File: src/rtl/pipe_add_sub_pkg.sv
// Shared definitions for the pipelined adder/subtractor: op encoding,
// segment-width helper and the configuration legality check.
package pipe_add_sub_pkg;

  // Operation select encoding for the sub input.
  localparam logic OP_ADD = 1'b0;
  localparam logic OP_SUB = 1'b1;

  // Width of one carry-chain segment (one pipeline stage).
  function automatic int seg_width(input int width, input int seg);
    return width / seg;
  endfunction

  // True when the width/segment combination can be built: at least two
  // result bits, at least one stage, no more stages than bits, and every
  // stage the same width.
  function automatic bit seg_cfg_ok(input int width, input int seg);
    return (width >= 2) && (seg >= 1) && (seg <= width) && ((width % seg) == 0);
  endfunction

endpackage

File: src/rtl/pipe_add_sub_adder_segment.sv
// Combinational ripple slice used by every pipeline stage, built from
// the single-bit full adder. Also exposes the carry into its MSB so the
// top segment can form the signed-overflow flag.

// Single-bit full adder.
module full_adder (
  input  logic a,
  input  logic b,
  input  logic cin,
  output logic s,
  output logic cout
);

  assign s    = a ^ b ^ cin;
  assign cout = (a & b) | (cin & (a ^ b));

endmodule

// W-bit ripple-carry slice.
module adder_segment #(
  parameter int W = 4
) (
  input  logic [W-1:0] a,
  input  logic [W-1:0] b,
  input  logic         cin,
  output logic [W-1:0] s,
  output logic         cout,
  output logic         c_msb
);

  genvar gi;

  // Each bit keeps its own carry nets so the ripple chain is a chain of
  // distinct signals rather than a self-referencing vector.
  for (gi = 0; gi < W; gi++) begin : g_bit
    logic c_in;
    logic c_out;

    if (gi == 0) begin : g_first
      assign c_in = cin;
    end else begin : g_rest
      assign c_in = g_bit[gi-1].c_out;
    end

    full_adder u_fa (
      .a    (a[gi]),
      .b    (b[gi]),
      .cin  (c_in),
      .s    (s[gi]),
      .cout (c_out)
    );
  end

  assign cout  = g_bit[W-1].c_out;
  assign c_msb = g_bit[W-1].c_in;

endmodule

File: src/rtl/pipe_add_sub.sv
// Pipelined adder/subtractor. The carry chain is cut into SEG equal
// segments, one per stage; stage k adds bits [k*W +: W] using the carry
// registered by stage k-1. Each stage has a valid bit and moves forward
// whenever the stage after it is empty or itself moving, so the block
// streams one op per cycle and stalls cleanly under backpressure.
module pipe_add_sub
  import pipe_add_sub_pkg::*;
#(
  parameter int WIDTH = 16,
  parameter int SEG   = 4
) (
  input  logic             clk,
  input  logic             rst,
  input  logic             in_valid,
  output logic             in_ready,
  input  logic [WIDTH-1:0] a,
  input  logic [WIDTH-1:0] b,
  input  logic             sub,
  input  logic             cin,
  output logic             out_valid,
  input  logic             out_ready,
  output logic [WIDTH-1:0] sum,
  output logic             cout,
  output logic             ovf
);

  localparam int W = seg_width(WIDTH, SEG);

  if (!seg_cfg_ok(WIDTH, SEG)) begin : g_cfg_check
    $error("pipe_add_sub: need WIDTH >= 2, 1 <= SEG <= WIDTH and WIDTH %% SEG == 0");
  end

  genvar gi;

  // Per-stage token state. Operands travel whole; bits already consumed
  // are never read downstream and fall away in synthesis.
  logic [SEG-1:0]   valid_reg;
  logic [WIDTH-1:0] a_reg     [SEG];
  logic [WIDTH-1:0] b_reg     [SEG];
  logic [WIDTH-1:0] sum_reg   [SEG];
  logic             carry_reg [SEG];
  logic             ovf_reg;

  // Handshake / flow control.
  logic [SEG-1:0]   take;
  logic [SEG-1:0]   adv;
  logic [SEG-1:0]   load;

  // Operand conditioning at acceptance.
  logic [WIDTH-1:0] b_inv;
  logic             c_entry;

  // Per-stage next values feeding the registers.
  logic [WIDTH-1:0] a_next    [SEG];
  logic [WIDTH-1:0] b_next    [SEG];
  logic [WIDTH-1:0] sum_next  [SEG];
  logic [W-1:0]     seg_s     [SEG];
  logic             seg_cout  [SEG];
  logic             seg_cmsb  [SEG];

  // Subtract is a + ~b + ~cin: invert B and the entry carry once, up front.
  assign b_inv   = (sub == OP_SUB) ? ~b   : b;
  assign c_entry = (sub == OP_SUB) ? ~cin : cin;

  // Flow control, evaluated from the output end back to the input end.
  always_comb begin
    take = '0;
    adv  = '0;
    load = '0;
    load[0] = in_valid;
    for (int i = 1; i < SEG; i++) begin
      load[i] = valid_reg[i-1];
    end
    adv[SEG-1]  = valid_reg[SEG-1] & out_ready;
    take[SEG-1] = ~valid_reg[SEG-1] | adv[SEG-1];
    for (int i = SEG - 2; i >= 0; i--) begin
      adv[i]  = valid_reg[i] & take[i+1];
      take[i] = ~valid_reg[i] | adv[i];
    end
  end

  // One ripple slice per stage; stage 0 works straight off the inputs.
  for (gi = 0; gi < SEG; gi++) begin : g_stage
    logic [WIDTH-1:0] src_a;
    logic [WIDTH-1:0] src_b;
    logic [WIDTH-1:0] src_sum;
    logic [WIDTH-1:0] merged;
    logic             src_c;

    if (gi == 0) begin : g_head
      assign src_a   = a;
      assign src_b   = b_inv;
      assign src_sum = '0;
      assign src_c   = c_entry;
    end else begin : g_body
      assign src_a   = a_reg[gi-1];
      assign src_b   = b_reg[gi-1];
      assign src_sum = sum_reg[gi-1];
      assign src_c   = carry_reg[gi-1];
    end

    adder_segment #(
      .W (W)
    ) u_seg (
      .a     (src_a[gi*W +: W]),
      .b     (src_b[gi*W +: W]),
      .cin   (src_c),
      .s     (seg_s[gi]),
      .cout  (seg_cout[gi]),
      .c_msb (seg_cmsb[gi])
    );

    // Result bits from earlier stages pass through; this stage fills its slice.
    always_comb begin
      merged = src_sum;
      merged[gi*W +: W] = seg_s[gi];
    end

    assign a_next[gi]   = src_a;
    assign b_next[gi]   = src_b;
    assign sum_next[gi] = merged;
  end

  // Stage registers: a stage loads whenever it can take a token, and
  // keeps its payload (and therefore the visible outputs) when stalled.
  always_ff @(posedge clk) begin
    if (rst) begin
      valid_reg <= '0;
      ovf_reg   <= 1'b0;
      for (int i = 0; i < SEG; i++) begin
        a_reg[i]     <= '0;
        b_reg[i]     <= '0;
        sum_reg[i]   <= '0;
        carry_reg[i] <= 1'b0;
      end
    end else begin
      for (int i = 0; i < SEG; i++) begin
        if (take[i]) begin
          valid_reg[i] <= load[i];
          if (load[i]) begin
            a_reg[i]     <= a_next[i];
            b_reg[i]     <= b_next[i];
            sum_reg[i]   <= sum_next[i];
            carry_reg[i] <= seg_cout[i];
          end
        end
      end
      // Signed overflow: carry into the MSB differs from carry out of it.
      if (take[SEG-1] && load[SEG-1]) begin
        ovf_reg <= seg_cout[SEG-1] ^ seg_cmsb[SEG-1];
      end
    end
  end

  assign in_ready  = take[0];
  assign out_valid = valid_reg[SEG-1];
  assign sum       = sum_reg[SEG-1];
  assign cout      = carry_reg[SEG-1];
  assign ovf       = ovf_reg;

endmodule

File: config.mk
export PLATFORM = sky130hd
export DESIGN_NAME = pipe_add_sub
export DESIGN_NICKNAME = d
export VERILOG_FILES = /design/src/rtl/pipe_add_sub_pkg.sv /design/src/rtl/pipe_add_sub_adder_segment.sv /design/src/rtl/pipe_add_sub.sv
export SDC_FILE = /design/constraint.sdc
export NUM_CORES = 1
export LEC_CHECK = 0
export BUFFER_PORTS_ARGS = -buffer_cell sky130_fd_sc_hd__buf_2
export CAP_MARGIN = 20
export CELL_PAD_IN_SITES_DETAIL_PLACEMENT = 0
export CELL_PAD_IN_SITES_GLOBAL_PLACEMENT = 1
export CORE_ASPECT_RATIO = 2
export CORE_MARGIN = 2
export CORE_UTILIZATION = 43
export CTS_BUF_LIST = sky130_fd_sc_hd__clkbuf_16
export DETAILED_ROUTE_END_ITERATION = 6
export GPL_TIMING_DRIVEN = 0
export PLACE_DENSITY_LB_ADDON = 0.05
export SYNTH_ARGS = -nofsm -noshare
export SYNTH_HDL_FRONTEND = slang
export SYNTH_SLANG_ARGS = --single-unit
File: constraint.sdc
create_clock -name clk -period 3 [get_ports clk]
set_input_delay 0.6 -clock clk [delete_from_list [all_inputs] [get_ports clk]]
set_output_delay 0.6 -clock clk [all_outputs]
set_load 0.005 [all_outputs]
### After elaboration in Yosys (flattened, before gate mapping)

Memories as Yosys holds them, arrays and structs flattened.
Index checks and enable logic that the tools add are counted.

* mux-type cells: 36
* bitwise logic cells: 111
* reduce and logical (&&, ||, !) cells: 1

Operators with widths (number)
* $mux 16: 13
* $and 1x1->1: 36
* $or 1x1->1: 36
* $xor 1x1->1: 33
* $mux 1: 23
* $not 16->16: 1
* $not 1->1: 5
* $logic_and 1x1->1: 1

* bits in registers: 5
* memory bits (writable): 196
* output and inout port bits: 20
* word-level logic and storage cells: 157
* memories: 4

Memories
* a_reg: words 4, width 16, read ports 3, clocked after memory_dff 0, wr ports 4, RTL line pipe_add_sub.sv:38 `logic [WIDTH-1:0] a_reg [SEG];`
* b_reg: words 4, width 16, read ports 3, clocked after memory_dff 0, wr ports 4, RTL line pipe_add_sub.sv:39 `logic [WIDTH-1:0] b_reg [SEG];`
* sum_reg: words 4, width 16, read ports 4, clocked after memory_dff 0, wr ports 4, RTL line pipe_add_sub.sv:40 `logic [WIDTH-1:0] sum_reg [SEG];`
* carry_reg: words 4, width 1, read ports 4, clocked after memory_dff 0, wr ports 4, RTL line pipe_add_sub.sv:41 `logic carry_reg [SEG];`

### Logic depth before layout (Yosys ltp)

Gate-level depths: netlist of run 1.

* depth in word-level cells: 12
* depth in mapped cells: 9

### Modules after synthesis

From an unflattened synthesis of run 1, not the netlist that was laid out.

* cell total of the unflattened synthesis: 260
* area total of the unflattened synthesis: 4156.5 sq um

Modules (own cells, without submodules)
* pipe_add_sub: instances 1, cells each 244, area an instance 3836.2 sq um, seq. area each 2862.7 sq um
* full_adder: instances 16, cells each 1, area an instance 20.0 sq um, seq. area each 0.0 sq um

### Least setup slack after synthesis of run 1

No wires, ideal clock.

* path type: input to register
* from: input sub
* to: memory sum_reg[0][3] (data pin)
* setup time: 0.255 ns
* data arrival time: 2.924 ns
* data required time: 2.745 ns
* slack: -0.179 ns
* stages on the path: 9
* cell sequence: buf_2 buf_2 xnor2_1 fa_1 fa_1 fa_1 inv_1 fa_1 and2_1

RTL lines
* start: declaration: RTL line pipe_add_sub.sv:18 `input logic sub,`
* end: declaration: RTL line pipe_add_sub.sv:40

==> results of run 1 <==
## cell type report
| type | instances | area (µm²) |
|---|---|---|
| sequential | 97 | 2860 |
| tap | 132 | 165 |
| buffer | 11 | 86.3 |
| inverter | 23 | 86.3 |
| clock inverter | 6 | 52.6 |
| multi-input combinational | 153 | 1210 |
| timing repair buffer | 58 | 323 |
| fill | 823 | 4630 |
| clock buffer | 9 | 225 |
## critical path: stages
cell and delay, ps:
buf_4 160, buf_6 160, xnor2_1 150, fa_1 410
fa_2 350, fa_1 360, inv_1 80, fa_1 390
and2_1 140
## synth_stat cells, drive strengths merged
master / count / area, µm²
nor4: 3 / 18.8
nor3: 5 / 36.3
and4b: 1 / 10.0
a311oi: 1 / 8.76
o21ai: 1 / 5.00
a21oi: 2 / 21.3
edfxtp: 92 / 2760
o21bai: 1 / 7.51
dfxtp: 5 / 100
a21o: 4 / 37.5
nor2: 23 / 91.3
inv: 23 / 86.3
xnor2: 17 / 149
fa: 16 / 320
nor2b: 1 / 6.26
buf: 7 / 60.1
and2: 70 / 438
nand2: 2 / 7.51
nand2b: 4 / 25.0
clkbuf: 4 / 17.5
xor2: 1 / 8.76
and3b: 1 / 8.76
## power by group
part	leakage, nW	total (mW)	internal [mW]	switching, mW
Clock	0.139	1.07	0.629	0.443
Combinational	0.864	0.204	0.0941	0.110
Sequential	1.03	1.59	1.57	0.0205
## through the flow
| step | hold WS (ps) | cell area [µm²] | instances | TNS (ps) | setup slack (ps) |
|---|---|---|---|---|---|
| after floorplan | 478 | 4240 | 284 | 0 | 14.8 |
| after global placement | 499 | 4680 | 472 | -89.5 | -89.5 |
| after detailed placement | 501 | 4700 | 473 | -81.4 | -81.4 |
| after CTS | 516 | 4980 | 488 | 0 | 278 |
| after global routing | 529 | 5010 | 489 | 0 | 210 |
| final | 510 | 5010 | 489 | 0 | 283 |
## routing by layer
metal / vias up / track usage [%] / share of wire (%)
met1: 970 / 9.86 / 31
met5: - / 0 / 0
met4: 0 / 7.75 / 3.3
met3: 10 / 2.93 / 3.9
met2: 53 / 24.1 / 62
li1: 1085 / - / -
## kinds of logic after synthesis
kind of cell | count (synthesis) | synth area share [%]
DFF | 97 | 67.7
adders and majority gates | 16 | 7.58
xor gates and xnor gates | 18 | 3.73
and+or+nand+nor | 110 | 15.2
buffers and inverters | 34 | 3.88
AOI/OAI and AO/OA | 9 | 1.89
## worst max path at each step
stage / endpoint / slack (ps)
final: sum_reg[0][3]$_SDFFCE_PN0P_ / 280
after global routing: sum_reg[0][3]$_SDFFCE_PN0P_ / 210
after detailed placement: sum_reg[0][3]$_SDFFCE_PN0P_ / -80
after floorplan: sum_reg[0][3]$_SDFFCE_PN0P_ / 10
after global placement: sum_reg[0][3]$_SDFFCE_PN0P_ / -90
after CTS: sum_reg[0][3]$_SDFFCE_PN0P_ / 280
==> flow_summary_export.csv, run 1 <==
group,metric,value,unit
run_status,status,"complete, no violations",
min_path,holdCritPathClass,"flip-flop to flip-flop",
final_layout,utilization,52.0,%
timing,fmax,0.368,GHz
routing,wl,5.66,mm
worst_setup_path,required,3090,ps
final_layout,num-nets-final,407,
worst_setup_path,r2r-end,"ovf$_SDFFE_PP0P_",
global_route,grt-ovfl-total,0,
worst_setup_path,rr_startpoint,"carry_reg[2]$_SDFFCE_PN0P_",
synth,ys_warn_count,0,
synth,syn-cell-area,4230,µm²
clock_tree,cts_resized,0,
worst_setup_path,ff2ff_setup_slack,380,ps
clock_tree,numClockSinks,97,
power,vdd_drop_max,0.000345,V
min_path,worst_hold_startpoint,"ovf$_SDFFE_PP0P_",
worst_setup_path,reg2reg_depth,8,
clock_tree,cts_hold_buf,0,
worst_setup_path,path_class,"primary input to flip-flop",
clock_tree,clock_path_buffers,2,
clock_tree,cts-root-buf,"clkbuf_16",
worst_setup_path,crit_fanout,10,
power,power_density,572,nW/µm²
global_route,antenna_found_initial,0,
worst_setup_path,startpoint_type,"primary input",
worst_setup_path,crit_arrival,2810,ps
final_layout,antenna_cells,0,
routing,vias,2118,
timing,worst_pin_slew,921,ps
synth,syn_area_per_cell,14.9,µm²
floorplan,core-area,9640,µm²
clock_tree,cts_buffers,9,
global_route,grt_pass1_vias,2043,
floorplan,die_h,144,µm
global_route,grtUsageTotal,12.2,%
synth,syn_inst,284,
timing,finalSetupViolCount,0,
synth,syn_nets,338,
timing,min_period,2720,ps
routing,drtIter0Drc,64,
timing,rsz0062_at_grt,"no",
min_path,min_delay_path_depth,2,
final_layout,largest_reg_flops,40,
worst_setup_path,crit_start,"sub",
timing,finalCritPeriodShare,90.6,%
worst_setup_path,cp-end-kind,"flip-flop",
floorplan,die_area,10700,µm²
placed_design,gp_congestion,0.726,
final_layout,area_growth,18.5,%
min_path,hold_end,"ovf$_SDFFE_PP0P_",
power,power.total,2.86,mW
timing,skew,3.77,ps
synth,ys_seq_area_share,67.7,%
clock_tree,clkTransAtPathRegs,60,ps
floorplan,rows,51,
routing,final_antenna_net_count,0,
timing,relSlewSlack,38.6,%
synth,synth.distinct_cells,28,
final_layout,final_common_cell,"edfxtp_1",
global_route,grt_start_max_net_pins,30,
timing,hold_viol_final,0,
floorplan,io_pins,58,
timing,slew_violations,0,
routing,wl_per_cell,11.6,µm
placed_design,hpwl,4.42,mm
final_layout,drive_gt1_share,23.8,%
flow_run,cap_violations,0,
synth,ys_ff_latch,97,
clock_tree,htreeDepth,3,
floorplan,die_w,74.1,µm
routing,dr.pass1.iters,4,
clock_tree,clock_latency,330,ps
clock_tree,cts_tree,"yes",
placed_design,port_buffers,56,
floorplan,initial_utilization,43.9,%
routing,drc,0,
clock_tree,cts_setup_buffers,0,
power,p_leak,2.04,nW
final_layout,mostFrequentLayoutCells,"edfxtp_1, and2_1, buf_2",
global_route,grt_pass1_wl,9.23,mm
routing,viasPerCell,4.33,
(Power assumes the default switching activity.)
==> inputs of run 2 (changes only) <==
CORE_UTILIZATION = 45   (was 43)
clock period = 3.1 ns   (was 3 ns; I/O delays follow)
==> flow_summary_export.csv, run 2 (synthesis results as in run 1) <==
group,metric,value,unit
final_layout,final_common_cell,"edfxtp_1",
placed_design,gp_congestion,0.739,
timing,skew,6.05,ps
worst_setup_path,rr_startpoint,"carry_reg[2]$_SDFFCE_PN0P_",
clock_tree,clkTransAtPathRegs,70,ps
worst_setup_path,required,3200,ps
min_path,holdCritPathClass,"flip-flop to flip-flop",
worst_setup_path,startpoint_type,"primary input",
routing,dr.pass1.iters,4,
worst_setup_path,r2r-end,"ovf$_SDFFE_PP0P_",
clock_tree,cts-root-buf,"clkbuf_16",
routing,viasPerCell,4.61,
final_layout,stdcell_count,461,
global_route,grt_start_max_net_pins,30,
routing,drc,0,
final_layout,antenna_cells,0,
worst_setup_path,critPathMaxStageDelay,420,ps
global_route,grtUsageTotal,12.1,%
placed_design,port_buffers,56,
global_route,grt_pass1_vias,2035,
clock_tree,htreeDepth,3,
placed_design,dpl-instance-area,4660,µm²
power,vdd_drop_max,0.000279,V
final_layout,num-nets-final,406,
power,power.total,2.76,mW
final_layout,final_area,4940,µm²
power,p_leak,2.02,nW
routing,wl,5.56,mm
routing,vias,2126,
worst_setup_path,path_class,"primary input to flip-flop",
floorplan,core-area,9260,µm²
worst_setup_path,crit_cells,9,
timing,min_period,2910,ps
final_layout,area_growth,17.0,%
floorplan,die_area,10200,µm²
global_route,grt-ovfl-total,0,
timing,finalSetupViolCount,0,
timing,finalCritPeriodShare,93.9,%
worst_setup_path,path_cells,"buf_2 > buf_6 > xnor2_1 > fa_1 > fa_1 > fa_1 > inv_1 > fa_1 > and2_1",
timing,fin_hold_ws,512,ps
floorplan,rows,50,
worst_setup_path,reg2reg_depth,8,
timing,relSlewSlack,28.9,%
worst_setup_path,crit_slowest_cell,"fa_1",
floorplan,die_w,72.5,µm
worst_setup_path,endpoint,"sum_reg[0][3]$_SDFFCE_PN0P_",
clock_tree,numClockSinks,97,
timing,rsz0062_at_grt,"no",
floorplan,initial_utilization,45.6,%
worst_setup_path,crit_arrival,3010,ps
worst_setup_path,crit_start,"sub",
routing,wl_per_cell,12.1,µm
global_route,antenna_found_initial,0,
placed_design,dpl.cell_count,445,
run_status,status,"complete, no violations",
final_layout,regArea,2860,µm²
routing,drtIter0Drc,32,
placed_design,hpwl,4.39,mm
final_layout,mostFrequentLayoutCells,"edfxtp_1, and2_1, buf_2",
worst_setup_path,worst_path_most_repeated_cell,"fa_1",
final_layout,multi_input_area,1200,µm²
clock_tree,clock_latency,340,ps
clock_tree,cts_resized,0,
clock_tree,cts_setup_buffers,0,
timing,worst_pin_slew,1070,ps
clock_tree,cts_hold_buf,0,
floorplan,io_pins,58,
final_layout,utilization,53.4,%
final_layout,largest_reg_flops,40,
worst_setup_path,ff2ff_setup_slack,510,ps
final_layout,drive_gt1_share,24.6,%
timing,slew_violations,0,
worst_setup_path,crit_fanout,10,
final_layout,fillers,804,
flow_run,cap_violations,0,
clock_tree,cts_buffers,9,
global_route,grt_pass1_wl,8.95,mm
power,power_density,559,nW/µm²
worst_setup_path,cp-end-kind,"flip-flop",
clock_tree,clock_path_buffers,2,
routing,final_antenna_net_count,0,
timing,fmax,0.343,GHz
timing,hold_viol_final,0,
worst_setup_path,cp_top_family,"adder cells",
floorplan,die_h,141,µm
clock_tree,cts_tree,"yes",
worst_setup_path,path_buf_inv,3,
[run 2: changes by cell type in the layout (fill, tap and decap cells not counted), moves of 2 or more]
cell        change
inv_1           -2
clkinvlp_4      +2
clkinv_1        -2
inv_6           +2
[run 2: how the worst min path moves through the flow]
stage | from | endpoint | slack, ps | depth (start not counted)
2_1_floorplan | valid_reg[1]$_SDFFE_PP0P_ | valid_reg[2]$_SDFFE_PP0P_ | 480 | 2
3_3_place_gp | valid_reg[1]$_SDFFE_PP0P_ | valid_reg[2]$_SDFFE_PP0P_ | 500 | 2
6_report | sum_reg[1][3]$_SDFFCE_PN0P_ | sum_reg[2][3]$_SDFFCE_PN0P_ | 510 | 1
5_1_grt | b_reg[0][15]$_SDFFCE_PN0P_ | b_reg[0][31]$_SDFFCE_PN0P_ | 530 | 1
3_5_place_dp | b_reg[0][12]$_SDFFCE_PN0P_ | b_reg[0][28]$_SDFFCE_PN0P_ | 500 | 1
4_1_cts | ovf$_SDFFE_PP0P_ | ovf$_SDFFE_PP0P_ | 520 | 2
[run 2: layout make-up]
type	count	share of cell area (%)
Tap cell	104	2.63
Buffer	11	1.70
Sequential cell	97	57.9
Multi-Input combinational cell	153	24.3
Inverter	23	1.75
Timing Repair Buffer	57	5.90
Clock inverter	7	1.21
Clock buffer	9	4.56
[run 2: through the flow]
stage | TNS [ps] | worst slack, ps
floorplan | 0 | 25.3
global placement | -159 | -159
detailed placement | -202 | -202
CTS | 0 | 159
global route | 0 | 83.5
finish | 0 | 188
[run 2: per-layer routing]
metal  GRT usage, %  vias up  wire, µm
met5              0        -         0
met4           5.56        0       121
met3           4.93        7       267
met2           23.6       58      3420
met1           9.57      976      1750
li1               -     1085         -
[run 2: where the power goes]
part	internal [mW]	switching, mW	total (mW)
clock network	0.556	0.479	1.03
logic	0.0871	0.105	0.192
registers	1.52	0.0191	1.54
==> inputs of run 3 (changes only) <==
ABC_AREA = 1   (was default)
==> flow_summary_export.csv, run 3 <==
group,metric,value,unit
run_status,status,"complete, no violations",
synth,synthFlopType,"edfxtp_1",
global_route,grt_pass1_wl,9.51,mm
final_layout,area_growth,17.6,%
final_layout,drive_gt1_share,20.5,%
timing,fmax,0.361,GHz
clock_tree,cts_resized,0,
floorplan,die_h,141,µm
power,power_density,580,nW/µm²
final_layout,num-nets-final,473,
synth,synth_top_area_cell,"edfxtp_1",
synth,ys_warn_count,0,
worst_setup_path,cp-end-kind,"flip-flop",
synth,syn-cell-area,4250,µm²
power,internal_power,2.31,mW
synth,yosysMostFrequentCell,"inv_1",
synth,synth_commonest_cells,"inv_1, edfxtp_1, nor2_1, xnor2_1, fa_1",
synth,synth_edf_count,92,
final_layout,regArea,2860,µm²
placed_design,gp_congestion,0.731,
final_layout,multi_input_area,951,µm²
worst_setup_path,path_class,"primary input to flip-flop",
synth,ys_ff_latch,97,
clock_tree,clock_latency,340,ps
global_route,antenna_found_initial,0,
power,pwr-share-clk,39.5,%
worst_setup_path,crit_fanout,10,
power,vdd_drop_max,0.000316,V
floorplan,die_w,72.7,µm
routing,final_antenna_net_count,0,
clock_tree,clock_path_buffers,2,
global_route,grt_start_max_net_pins,30,
synth,ys_seq_area_share,67.4,%
floorplan,rows,50,
global_route,grt_pass1_vias,2230,
floorplan,die_area,10300,µm²
power,power_frac_comb,7.4,%
clock_tree,cts-root-buf,"clkbuf_16",
timing,worst_pin_slew,925,ps
routing,wl,5.59,mm
routing,drtIter0Drc,64,
min_path,holdCritPathClass,"primary input to flip-flop",
timing,rsz0062_at_grt,"no",
clock_tree,htreeDepth,3,
final_layout,largest_reg_flops,40,
timing,skew,8.96,ps
final_layout,mostFrequentLayoutCells,"inv_1, nor2_1, edfxtp_1",
synth,synth.distinct_cells,19,
timing,fin_hold_ws,516,ps
power,p_leak,2.17,nW
synth,syn_nets,405,
synth,syn_inst,351,
placed_design,hpwl,4.19,mm
floorplan,io_pins,58,
clock_tree,numClockSinks,97,
timing,slew_violations,0,
routing,wl_per_cell,10.6,µm
flow_run,cap_violations,0,
clock_tree,cts_tree,"yes",
worst_setup_path,required,3190,ps
routing,viasPerCell,4.28,
clock_tree,clkTransAtPathRegs,60,ps
timing,hold_viol_final,0,
final_layout,fillers,796,
synth,synthArstFlopShare,0,%
worst_setup_path,startpoint_type,"primary input",
power,p_switching,0.591,mW
timing,finalCritPeriodShare,89.4,%
power,netSwitchingFraction,20.4,%
floorplan,core-area,9260,µm²
timing,min_period,2770,ps
routing,vias,2262,
synth,synth.area.top_cells,"edfxtp_1, inv_1, nor2_1",
final_layout,utilization,54.0,%
synth,syn_area_per_cell,12.1,µm²
clock_tree,cts_buffers,9,
power,share_seq_of_total_power,53.1,%
worst_setup_path,crit_arrival,2860,ps
clock_tree,cts_setup_buffers,0,
placed_design,port_buffers,56,
final_layout,final_common_cell,"inv_1",
routing,drc,0,
timing,relSlewSlack,38.2,%
synth,synth_top_area_share,65.0,%
global_route,grtUsageTotal,12.5,%
clock_tree,cts_hold_buf,0,
worst_setup_path,ff2ff_setup_slack,490,ps
routing,dr.pass1.iters,4,
timing,finalSetupViolCount,0,
floorplan,initial_utilization,45.9,%
global_route,grt-ovfl-total,0,
final_layout,antenna_cells,0,
-- run 3: worst paths after layout --
check                                      to                  startpoint  cells past startpoint
setup reg to reg             ovf$_SDFFE_PP0P_  carry_reg[2]$_SDFFCE_PN0P_                      8
setup / recovery  sum_reg[0][3]$_SDFFCE_PN0P_                         sub                     10
hold / removal      valid_reg[0]$_SDFFE_PP0N_                         rst                      2
hold reg to reg              ovf$_SDFFE_PP0P_            ovf$_SDFFE_PP0P_                      2
-- run 3: logic make-up after synthesis --
| family | count (synthesis) | synth area share, % |
|---|---|---|
| AOI/OAI and AO/OA | 5 | 0.589 |
| buffers and inverters | 106 | 10.3 |
| xor gates and xnor gates | 18 | 3.71 |
| adders and majority gates | 16 | 7.54 |
| DFF | 97 | 67.4 |
| and+or+nand+nor | 109 | 10.5 |
-- run 3: power groups by stage --
stage          Combinational [mW]  Clock [mW]  Sequential (mW)
6_report                    0.214        1.15             1.54
5_1_grt                     0.254        1.22             1.55
4_1_cts                     0.216        1.17             1.54
3_5_place_dp                0.214           0             1.57
3_3_place_gp                0.211           0             1.57
2_1_floorplan               0.143           0             1.57
-- run 3: through the flow --
stage	std cells	power, mW	setup TNS, ps	worst slack (ps)	instance area (µm²)
3_3_place_gp	511	1.78	-39.6	-39.6	4660
6_report	528	2.90	0	330	5000
4_1_cts	527	2.93	0	318	4970
3_5_place_dp	511	1.78	-45.9	-45.9	4660
2_1_floorplan	351	1.71	0	52.8	4250
5_1_grt	528	3.02	0	192	5000
-- run 3: metal layers --
metal | global-route usage (%) | vias up | wire length [µm]
met4 | 6.92 | 0 | 130
li1 | - | 1197 | -
met1 | 10.3 | 1004 | 1920
met5 | 0 | - | 0
met3 | 4.05 | 6 | 251
met2 | 24.2 | 55 | 3280
-- run 3: final cells by class --
type	count	share of cell area (%)
inverters	96	7.21
clock buffers	9	4.50
clock inverters	7	1.73
repair buffers	57	6.16
well taps	104	2.60
flip-flops and latches	97	57.3
multi-input cells	148	19.0
plain buffers	10	1.53
-- run 3: worst max-delay path, stage by stage --
cell and delay (ps):
buf_4 160, buf_4 200, xnor2_1 160, fa_1 410, fa_1 380, fa_1 360
inv_1 70, fa_1 400, inv_1 60, nor2_1 40
